`src/rtl/cdac_loader_if.sv`:
```
`default_nettype none
// +--------------------------------------------------------------------------+
// | Module   : cdac_loader_if                                                |
// | Purpose  : Bundles the load strobe, DAC word, JTAG ownership flag and    |
// |            the serial DAC pins / status of the threshold DAC loader.     |
// | Ports    : none (signals only)                                           |
// |   master : drives LOAD, DATA, JTAG_OWN; observes DAC pins and status     |
// |   slave  : the loader; consumes the strobe, drives pins and status       |
// | Revision : 1.0  initial release                                          |
// +--------------------------------------------------------------------------+
interface cdac_loader_if #(
  parameter int WIDTH = 12
) ();
  logic             LOAD;
  logic [WIDTH-1:0] DATA;
  logic             JTAG_OWN;
  logic             DACCLK;
  logic             DACDAT;
  logic             DAC_ENB_B;
  logic             BUSY;
  logic             DONE;
  logic             DROP;
  logic [WIDTH-1:0] LAST_WORD;

  modport master (
    output LOAD, DATA, JTAG_OWN,
    input  DACCLK, DACDAT, DAC_ENB_B, BUSY, DONE, DROP, LAST_WORD
  );

  modport slave (
    input  LOAD, DATA, JTAG_OWN,
    output DACCLK, DACDAT, DAC_ENB_B, BUSY, DONE, DROP, LAST_WORD
  );
endinterface
`default_nettype wire

```
`src/rtl/cdac_loader.sv`:
```
`default_nettype none
// +--------------------------------------------------------------------------+
// | Module   : cdac_loader                                                   |
// | Purpose  : Autonomous MSB-first serial loader for the comparator         |
// |            threshold DAC. Every pin is driven straight from a flop so    |
// |            DACCLK, DACDAT and DAC_ENB_B are glitch-free.                 |
// | Ports    : CLK25  - system clock, all state on its rising edge           |
// |            RST_B  - asynchronous active-low reset                        |
// |            bus    - cdac_loader_if.slave: LOAD/DATA/JTAG_OWN in,         |
// |                     DACCLK/DACDAT/DAC_ENB_B/BUSY/DONE/DROP/LAST_WORD out |
// | Params   : WIDTH (1..32) bits per word, HALF (1..15) CLK25 cycles per    |
// |            DACCLK half-period                                            |
// | Revision : 1.0  initial release                                          |
// +--------------------------------------------------------------------------+
module cdac_loader #(
  parameter int WIDTH = 12,
  parameter int HALF  = 2
) (
  input  logic         CLK25,
  input  logic         RST_B,
  cdac_loader_if.slave bus
);

  localparam int               C_BCW       = (WIDTH > 1) ? $clog2(WIDTH) : 1;
  localparam logic [4:0]       C_HALF_LAST = 5'(HALF - 1);
  // The trailing hold spans a full DACCLK period, so the enable deasserts
  // 2*HALF*(WIDTH+1) cycles after the load edge.
  localparam logic [4:0]       C_HOLD_LAST = 5'(2 * HALF - 1);
  localparam logic [C_BCW-1:0] C_BC_LAST   = C_BCW'(WIDTH - 1);

  typedef enum logic [2:0] {
    S_IDLE     = 3'd0,
    S_SETUP    = 3'd1,
    S_SHIFT_HI = 3'd2,
    S_SHIFT_LO = 3'd3,
    S_HOLD     = 3'd4
  } state_t;

  state_t             r_state,  w_state;
  logic [4:0]         r_hc,     w_hc;
  logic [C_BCW-1:0]   r_bc,     w_bc;
  logic [WIDTH-1:0]   r_sr,     w_sr;
  logic [WIDTH-1:0]   r_word,   w_word;
  logic [WIDTH-1:0]   r_last,   w_last;
  logic               r_dacclk, w_dacclk;
  logic               r_dacdat, w_dacdat;
  logic               r_enb_b,  w_enb_b;
  logic               r_busy,   w_busy;
  logic               r_done,   w_done;
  logic               r_drop,   w_drop;
  logic               w_hc_end;
  logic [WIDTH-1:0]   w_sr_shl;

  assign w_hc_end = (r_hc == C_HALF_LAST);
  assign w_sr_shl = r_sr << 1;

  always_comb begin
    w_state  = r_state;
    w_hc     = r_hc;
    w_bc     = r_bc;
    w_sr     = r_sr;
    w_word   = r_word;
    w_last   = r_last;
    w_dacclk = r_dacclk;
    w_dacdat = r_dacdat;
    w_enb_b  = r_enb_b;
    w_busy   = r_busy;
    w_done   = 1'b0;
    // Any strobe that cannot start a transfer is reported, never queued.
    w_drop   = bus.LOAD && ((r_state != S_IDLE) || bus.JTAG_OWN);

    if ((r_state != S_IDLE) && bus.JTAG_OWN) begin
      // JTAG takes the DAC: release the pins at once, beats any completion.
      w_state  = S_IDLE;
      w_hc     = 5'd0;
      w_bc     = '0;
      w_dacclk = 1'b0;
      w_dacdat = 1'b0;
      w_enb_b  = 1'b1;
      w_busy   = 1'b0;
    end else begin
      unique case (r_state)
        S_IDLE: begin
          if (bus.LOAD && !bus.JTAG_OWN) begin
            w_sr     = bus.DATA;
            w_word   = bus.DATA;
            w_dacdat = bus.DATA[WIDTH-1];
            w_enb_b  = 1'b0;
            w_busy   = 1'b1;
            w_hc     = 5'd0;
            w_bc     = '0;
            w_state  = S_SETUP;
          end
        end
        S_SETUP: begin
          if (w_hc_end) begin
            w_hc     = 5'd0;
            w_dacclk = 1'b1;
            w_state  = S_SHIFT_HI;
          end else begin
            w_hc = r_hc + 5'd1;
          end
        end
        S_SHIFT_HI: begin
          if (w_hc_end) begin
            w_hc     = 5'd0;
            w_dacclk = 1'b0;
            if (r_bc != C_BC_LAST) begin
              // Next bit changes together with the falling edge, giving a
              // full half-period of setup before the next rising edge.
              w_sr     = w_sr_shl;
              w_dacdat = w_sr_shl[WIDTH-1];
              w_bc     = r_bc + C_BCW'(1);
              w_state  = S_SHIFT_LO;
            end else begin
              w_state = S_HOLD;
            end
          end else begin
            w_hc = r_hc + 5'd1;
          end
        end
        S_SHIFT_LO: begin
          if (w_hc_end) begin
            w_hc     = 5'd0;
            w_dacclk = 1'b1;
            w_state  = S_SHIFT_HI;
          end else begin
            w_hc = r_hc + 5'd1;
          end
        end
        S_HOLD: begin
          if (r_hc == C_HOLD_LAST) begin
            w_hc     = 5'd0;
            w_enb_b  = 1'b1;
            w_dacdat = 1'b0;
            w_busy   = 1'b0;
            w_done   = 1'b1;
            w_last   = r_word;
            w_state  = S_IDLE;
          end else begin
            w_hc = r_hc + 5'd1;
          end
        end
        default: begin
          w_state = S_IDLE;
        end
      endcase
    end
  end

  always_ff @(posedge CLK25 or negedge RST_B) begin
    if (!RST_B) begin
      r_state  <= S_IDLE;
      r_hc     <= 5'd0;
      r_bc     <= '0;
      r_sr     <= '0;
      r_word   <= '0;
      r_last   <= '0;
      r_dacclk <= 1'b0;
      r_dacdat <= 1'b0;
      r_enb_b  <= 1'b1;
      r_busy   <= 1'b0;
      r_done   <= 1'b0;
      r_drop   <= 1'b0;
    end else begin
      r_state  <= w_state;
      r_hc     <= w_hc;
      r_bc     <= w_bc;
      r_sr     <= w_sr;
      r_word   <= w_word;
      r_last   <= w_last;
      r_dacclk <= w_dacclk;
      r_dacdat <= w_dacdat;
      r_enb_b  <= w_enb_b;
      r_busy   <= w_busy;
      r_done   <= w_done;
      r_drop   <= w_drop;
    end
  end

  assign bus.DACCLK    = r_dacclk;
  assign bus.DACDAT    = r_dacdat;
  assign bus.DAC_ENB_B = r_enb_b;
  assign bus.BUSY      = r_busy;
  assign bus.DONE      = r_done;
  assign bus.DROP      = r_drop;
  assign bus.LAST_WORD = r_last;

endmodule
`default_nettype wire
```
`src/flat_wrapper.sv`:
```
// flat-port wrapper written by rule: the top's interface ports become plain ports
module cdac_loader_flat 
#(
  parameter int WIDTH = 12,
  parameter int HALF  = 2
)
  (CLK25, RST_B, bus_LOAD, bus_DATA, bus_JTAG_OWN, bus_DACCLK, bus_DACDAT, bus_DAC_ENB_B, bus_BUSY, bus_DONE, bus_DROP, bus_LAST_WORD);
  cdac_loader_if #(.WIDTH(WIDTH)) bus_i ();
  input  logic CLK25;
  input  logic RST_B;
  input wire logic [$bits(bus_i.LOAD)-1:0] bus_LOAD;
  input wire logic [$bits(bus_i.DATA)-1:0] bus_DATA;
  input wire logic [$bits(bus_i.JTAG_OWN)-1:0] bus_JTAG_OWN;
  output wire logic [$bits(bus_i.DACCLK)-1:0] bus_DACCLK;
  output wire logic [$bits(bus_i.DACDAT)-1:0] bus_DACDAT;
  output wire logic [$bits(bus_i.DAC_ENB_B)-1:0] bus_DAC_ENB_B;
  output wire logic [$bits(bus_i.BUSY)-1:0] bus_BUSY;
  output wire logic [$bits(bus_i.DONE)-1:0] bus_DONE;
  output wire logic [$bits(bus_i.DROP)-1:0] bus_DROP;
  output wire logic [$bits(bus_i.LAST_WORD)-1:0] bus_LAST_WORD;
  assign bus_i.LOAD = bus_LOAD;
  assign bus_i.DATA = bus_DATA;
  assign bus_i.JTAG_OWN = bus_JTAG_OWN;
  assign bus_DACCLK = bus_i.DACCLK;
  assign bus_DACDAT = bus_i.DACDAT;
  assign bus_DAC_ENB_B = bus_i.DAC_ENB_B;
  assign bus_BUSY = bus_i.BUSY;
  assign bus_DONE = bus_i.DONE;
  assign bus_DROP = bus_i.DROP;
  assign bus_LAST_WORD = bus_i.LAST_WORD;
  cdac_loader #(.WIDTH(WIDTH), .HALF(HALF)) u_core (.CLK25(CLK25), .RST_B(RST_B), .bus(bus_i));
endmodule
```
`config.mk`:
```
export PLATFORM = sky130hd
export DESIGN_NAME = cdac_loader_flat
export DESIGN_NICKNAME = d
export VERILOG_FILES = /design/src/rtl/cdac_loader_if.sv /design/src/rtl/cdac_loader.sv /design/src/flat_wrapper.sv
export SDC_FILE = /design/constraint.sdc
export NUM_CORES = 1
export LEC_CHECK = 0
export CELL_PAD_IN_SITES_DETAIL_PLACEMENT = 2
export CELL_PAD_IN_SITES_GLOBAL_PLACEMENT = 2
export CORE_MARGIN = 5
export CORE_UTILIZATION = 30
export CTS_CLUSTER_DIAMETER = 150
export CTS_CLUSTER_SIZE = 40
export DETAILED_ROUTE_END_ITERATION = 6
export PLACE_DENSITY_LB_ADDON = 0.1
export SLEW_MARGIN = 20
export SYNTH_ARGS = -nofsm -noshare
export SYNTH_HDL_FRONTEND = slang
export SYNTH_SLANG_ARGS = --single-unit
```
`constraint.sdc`:
```
create_clock -name CLK25 -period 2.2 [get_ports CLK25]
set_clock_uncertainty 0.15 [all_clocks]
set_input_delay 0.55 -clock CLK25 [delete_from_list [all_inputs] [get_ports CLK25]]
set_output_delay 0.55 -clock CLK25 [all_outputs]
set_load 0.03 [all_outputs]
```
==> metrics.log <==
INFO  metric outcome = completed
INFO  metric synth_edf_count = 0
INFO  metric tritoncts.num_buffers = 5
INFO  metric synthesis_warning_total = 0
INFO  metric synth_top_area_cells = dfrtp_1 52%, mux2_4 5.4%, mux2_2 5.0%
INFO  metric max-vdd-ir-drop = 0.000328 V
INFO  metric netlist.top_cell.by_area = dfrtp_1
INFO  metric required = 2.25 ns
INFO  metric drt_pass1_iterations = 3
INFO  metric p_leak = 1.53 nW
INFO  metric drt-vias-per-instance = 4.93
INFO  metric mappedNetlistArea = 2500 um2
INFO  metric path_max_fanout = 7
INFO  metric hold_viol_final = 0
INFO  metric htree_num_levels = 2
INFO  metric synth_seq_cells = 53
INFO  metric gr-total-overflow = 0
INFO  metric power_density = 940 nW/um2
INFO  metric clk_pin_slew = 0.10 ns
INFO  metric design.final.nets = 291
INFO  metric yosysTopAreaCellShare = 52.1%
INFO  metric finalWirelength = 6380 um
INFO  metric timing.hold.ws = 0.0767 ns
INFO  metric die_width = 101 um
INFO  metric final-setup-viol-count = 0
INFO  metric grt_pass1_wl = 11000 um
INFO  metric drc_errors_left = 0
INFO  metric number_of_ports_placed_on_the_die_boundary = 34
INFO  metric insertedDiodeCount = 0
INFO  metric signed_area_change_from_the_synthesized_netlist_to_the_final_layout = 34.5%
INFO  metric critPathKind = reg -> reg
INFO  metric grtUsageTotal = 13.5%
INFO  metric buffer_ports.inserted = 33
INFO  metric drive_gt1_share = 29.7%
INFO  metric end_kind = register
INFO  metric clk_root_buffer_cell = clkbuf_8
INFO  metric timing_worst_slew_pin_value = 0.567 ns
INFO  metric register_to_register_path_depth = 7
INFO  metric max_slew_margin = 62.2%
INFO  metric layout_min_cycle_time = 2.12 ns
INFO  metric worst_ep_arrival_time = 2.17 ns
INFO  metric ys_top_cells_by_count = 52 x dfrtp_1, 24 x o21ai_0, 11 x mux2_2
INFO  metric cp-start-kind = register
INFO  metric floorplan.die.height = 101 um
INFO  metric proportion_of_synthesized_flip_flops_having_asynchronous_set_or_reset = 100%
INFO  metric unrepaired_setup_endpoints_after_global_routing = true
INFO  metric routabilityCongestion = 0.726
INFO  metric rr_startpoint = u_core.r_hc[1]
INFO  metric grt_pass1_vias = 2121
INFO  metric cts.sinks = 53
INFO  metric worst-r2r-setup-slack = 0.08 ns
INFO  metric layout_worst_path_cycle_share = 96.3%
INFO  metric slew_violations = 0
INFO  metric cts_buffer_depth = 2
INFO  metric syn-instance-count = 206
INFO  metric synthesis.nets = 225
INFO  metric synth-seq-area-share = 53.2%
INFO  metric yosys.cell_count.top_type = dfrtp_1
INFO  metric avgSynthCellArea = 12.1 um2
INFO  metric dp_hpwl = 4760 um
INFO  metric drv_cap = 0
INFO  metric clock_insertion_delay_worst_skew = 0.30 ns
INFO  metric antenna_left = 0
INFO  metric routedWlPerCell = 16.9 um
INFO  metric tritoncts = done
INFO  metric yosys.cell_types.count = 50
INFO  metric die_area = 10200 um2
INFO  metric total_power = 3.16 mW
INFO  metric type_of_the_worst_min_delay_path = in -> async
INFO  metric dr_total_vias = 1865
INFO  metric maximum_number_of_pins_on_one_net_before_global_route_repair = 24
INFO  metric starting_density_of_the_core = 30.5%
INFO  metric synthFlopType = dfrtp_1
INFO  metric antenna_found_initial = 0
INFO  metric coreArea = 8180 um2
INFO  metric row_count = 33
INFO  metric fmaxAchievable = 472 MHz
INFO  metric worstReg2RegEnd = u_core.r_hc[3]
INFO  metric drt_iter0_drc = 18
metrics by stage:
step	util [%]	worst slack, ns	setup TNS, ns	instances	cell area, um2
floorplan	-	0.191	0	206	2500
global placement	39.1	-0.172	-2.98	366	3200
detailed placement	39.1	-0.195	-3.81	366	3200
CTS	40.3	0.00249	0	374	3290
global route	41.1	-0.0357	-0.0535	378	3360
finish	41.1	0.0811	0	378	3360
worst max-delay path, stage by stage, from the launching register on:
cell and delay, ns:
dfrtp_1 0.42, inv_1 0.07, ha_1 0.16, or4b_4 0.53
a32oi_4 0.23, buf_6 0.16, nor3_1 0.05, a211o_1 0.26
cell type report:
type / instances / area, um2
repair buffers: 70 / 656
well taps: 105 / 131
clock buffers: 6 / 72.6
flip-flops and latches: 53 / 1330
clock inverters: 2 / 13.8
inverters: 4 / 15.0
fillers: 878 / 4820
multi-input cells: 138 / 1140
flip-flops by register name (all words and copies together), names as in the netlist:
register / count
u_core.r_sr: 11
u_core.r_hc: 5
u_core.bus.DROP: 1
u_core.bus.LAST_WORD: 12
u_core.bus.DAC_ENB_B: 1
u_core.bus.DONE: 1
u_core.bus.DACDAT: 1
u_core.bus.DACCLK: 1
u_core.bus.BUSY: 1
u_core.r_word: 12
u_core.r_state: 3
u_core.r_bc: 4
report_power, final:
group          switching (mW)  internal, mW
clock                   0.329         0.228
sequential              0.179          1.25
combinational           0.573         0.593
total                    1.08          2.08
cell families (layout without fill, tap and decap cells):
group	Yosys count	in the layout	synth area share [%]
xor+xnor	1	1	0.351
fa+ha+maj	3	3	1.50
flops	53	53	53.2
simple gates	49	49	12.8
compound gates	51	51	13.0
mux	34	34	16.2
buf+inv	15	82	2.91
routing by layer:
metal / GRT usage, % / share of wire [%] / vias up
li1: - / - / 887
met1: 17.2 / 45 / 951
met2: 23.6 / 51 / 23
met3: 2.41 / 2.9 / 4
met4: 3.68 / 0.66 / 0
met5: 0 / 0 / -
worst max path at each step:
| stage | cells past startpoint | end | startpoint |
|---|---|---|---|
| finish | 7 | u_core.r_hc[3] | u_core.r_hc[1] |
| global route | 7 | u_core.r_hc[3] | u_core.r_hc[1] |
| CTS | 7 | u_core.r_hc[3] | u_core.r_hc[1] |
| detailed placement | 6 | u_core.r_hc[2] | bus_JTAG_OWN |
| global placement | 6 | u_core.r_hc[2] | bus_JTAG_OWN |
| floorplan | 6 | u_core.bus.LAST_WORD[0] | u_core.r_hc[0] |
cell usage in the layout, fill, tap and decap left out, types with 2 or more instances in the layout:
cell type | synthesis | layout
mux2_1 | 4 | 3
a21oi_1 | 2 | 2
or4b_4 | 2 | 2
mux2i_1 | 10 | 10
a221oi_1 | 2 | 2
nor4b_2 | 2 | 3
buf_4 | 1 | 32
dfrtp_1 | 52 | 52
inv_1 | 4 | 4
o21a_1 | 2 | 2
mux2_4 | 9 | 10
or2_2 | 2 | 2
or3_1 | 2 | 2
nand2_1 | 10 | 10
nor3b_1 | 3 | 2
o21ai_0 | 24 | 23
clkbuf_8 | 0 | 5
clkdlybuf4s50_1 | 0 | 31
nor3_1 | 2 | 2
nor2b_1 | 3 | 3
ha_1 | 3 | 2
o21ai_1 | 3 | 4
buf_12 | 0 | 4
nand3_1 | 6 | 6
nor2_1 | 6 | 5
a21o_1 | 4 | 4
and3b_1 | 2 | 2
a32o_1 | 2 | 2
and3_1 | 2 | 2
mux2_2 | 11 | 11
what timing repair did:
item                                   4_1_cts  5_1_grt
buffers inserted                             0        4
endpoints found under the hold margin        0        0
pin swaps                                    0        1
resized for setup                            2        8
setup endpoints to repair                    2       12
hold buffers                                 0        0
Power figures use the tool's default switching activity.
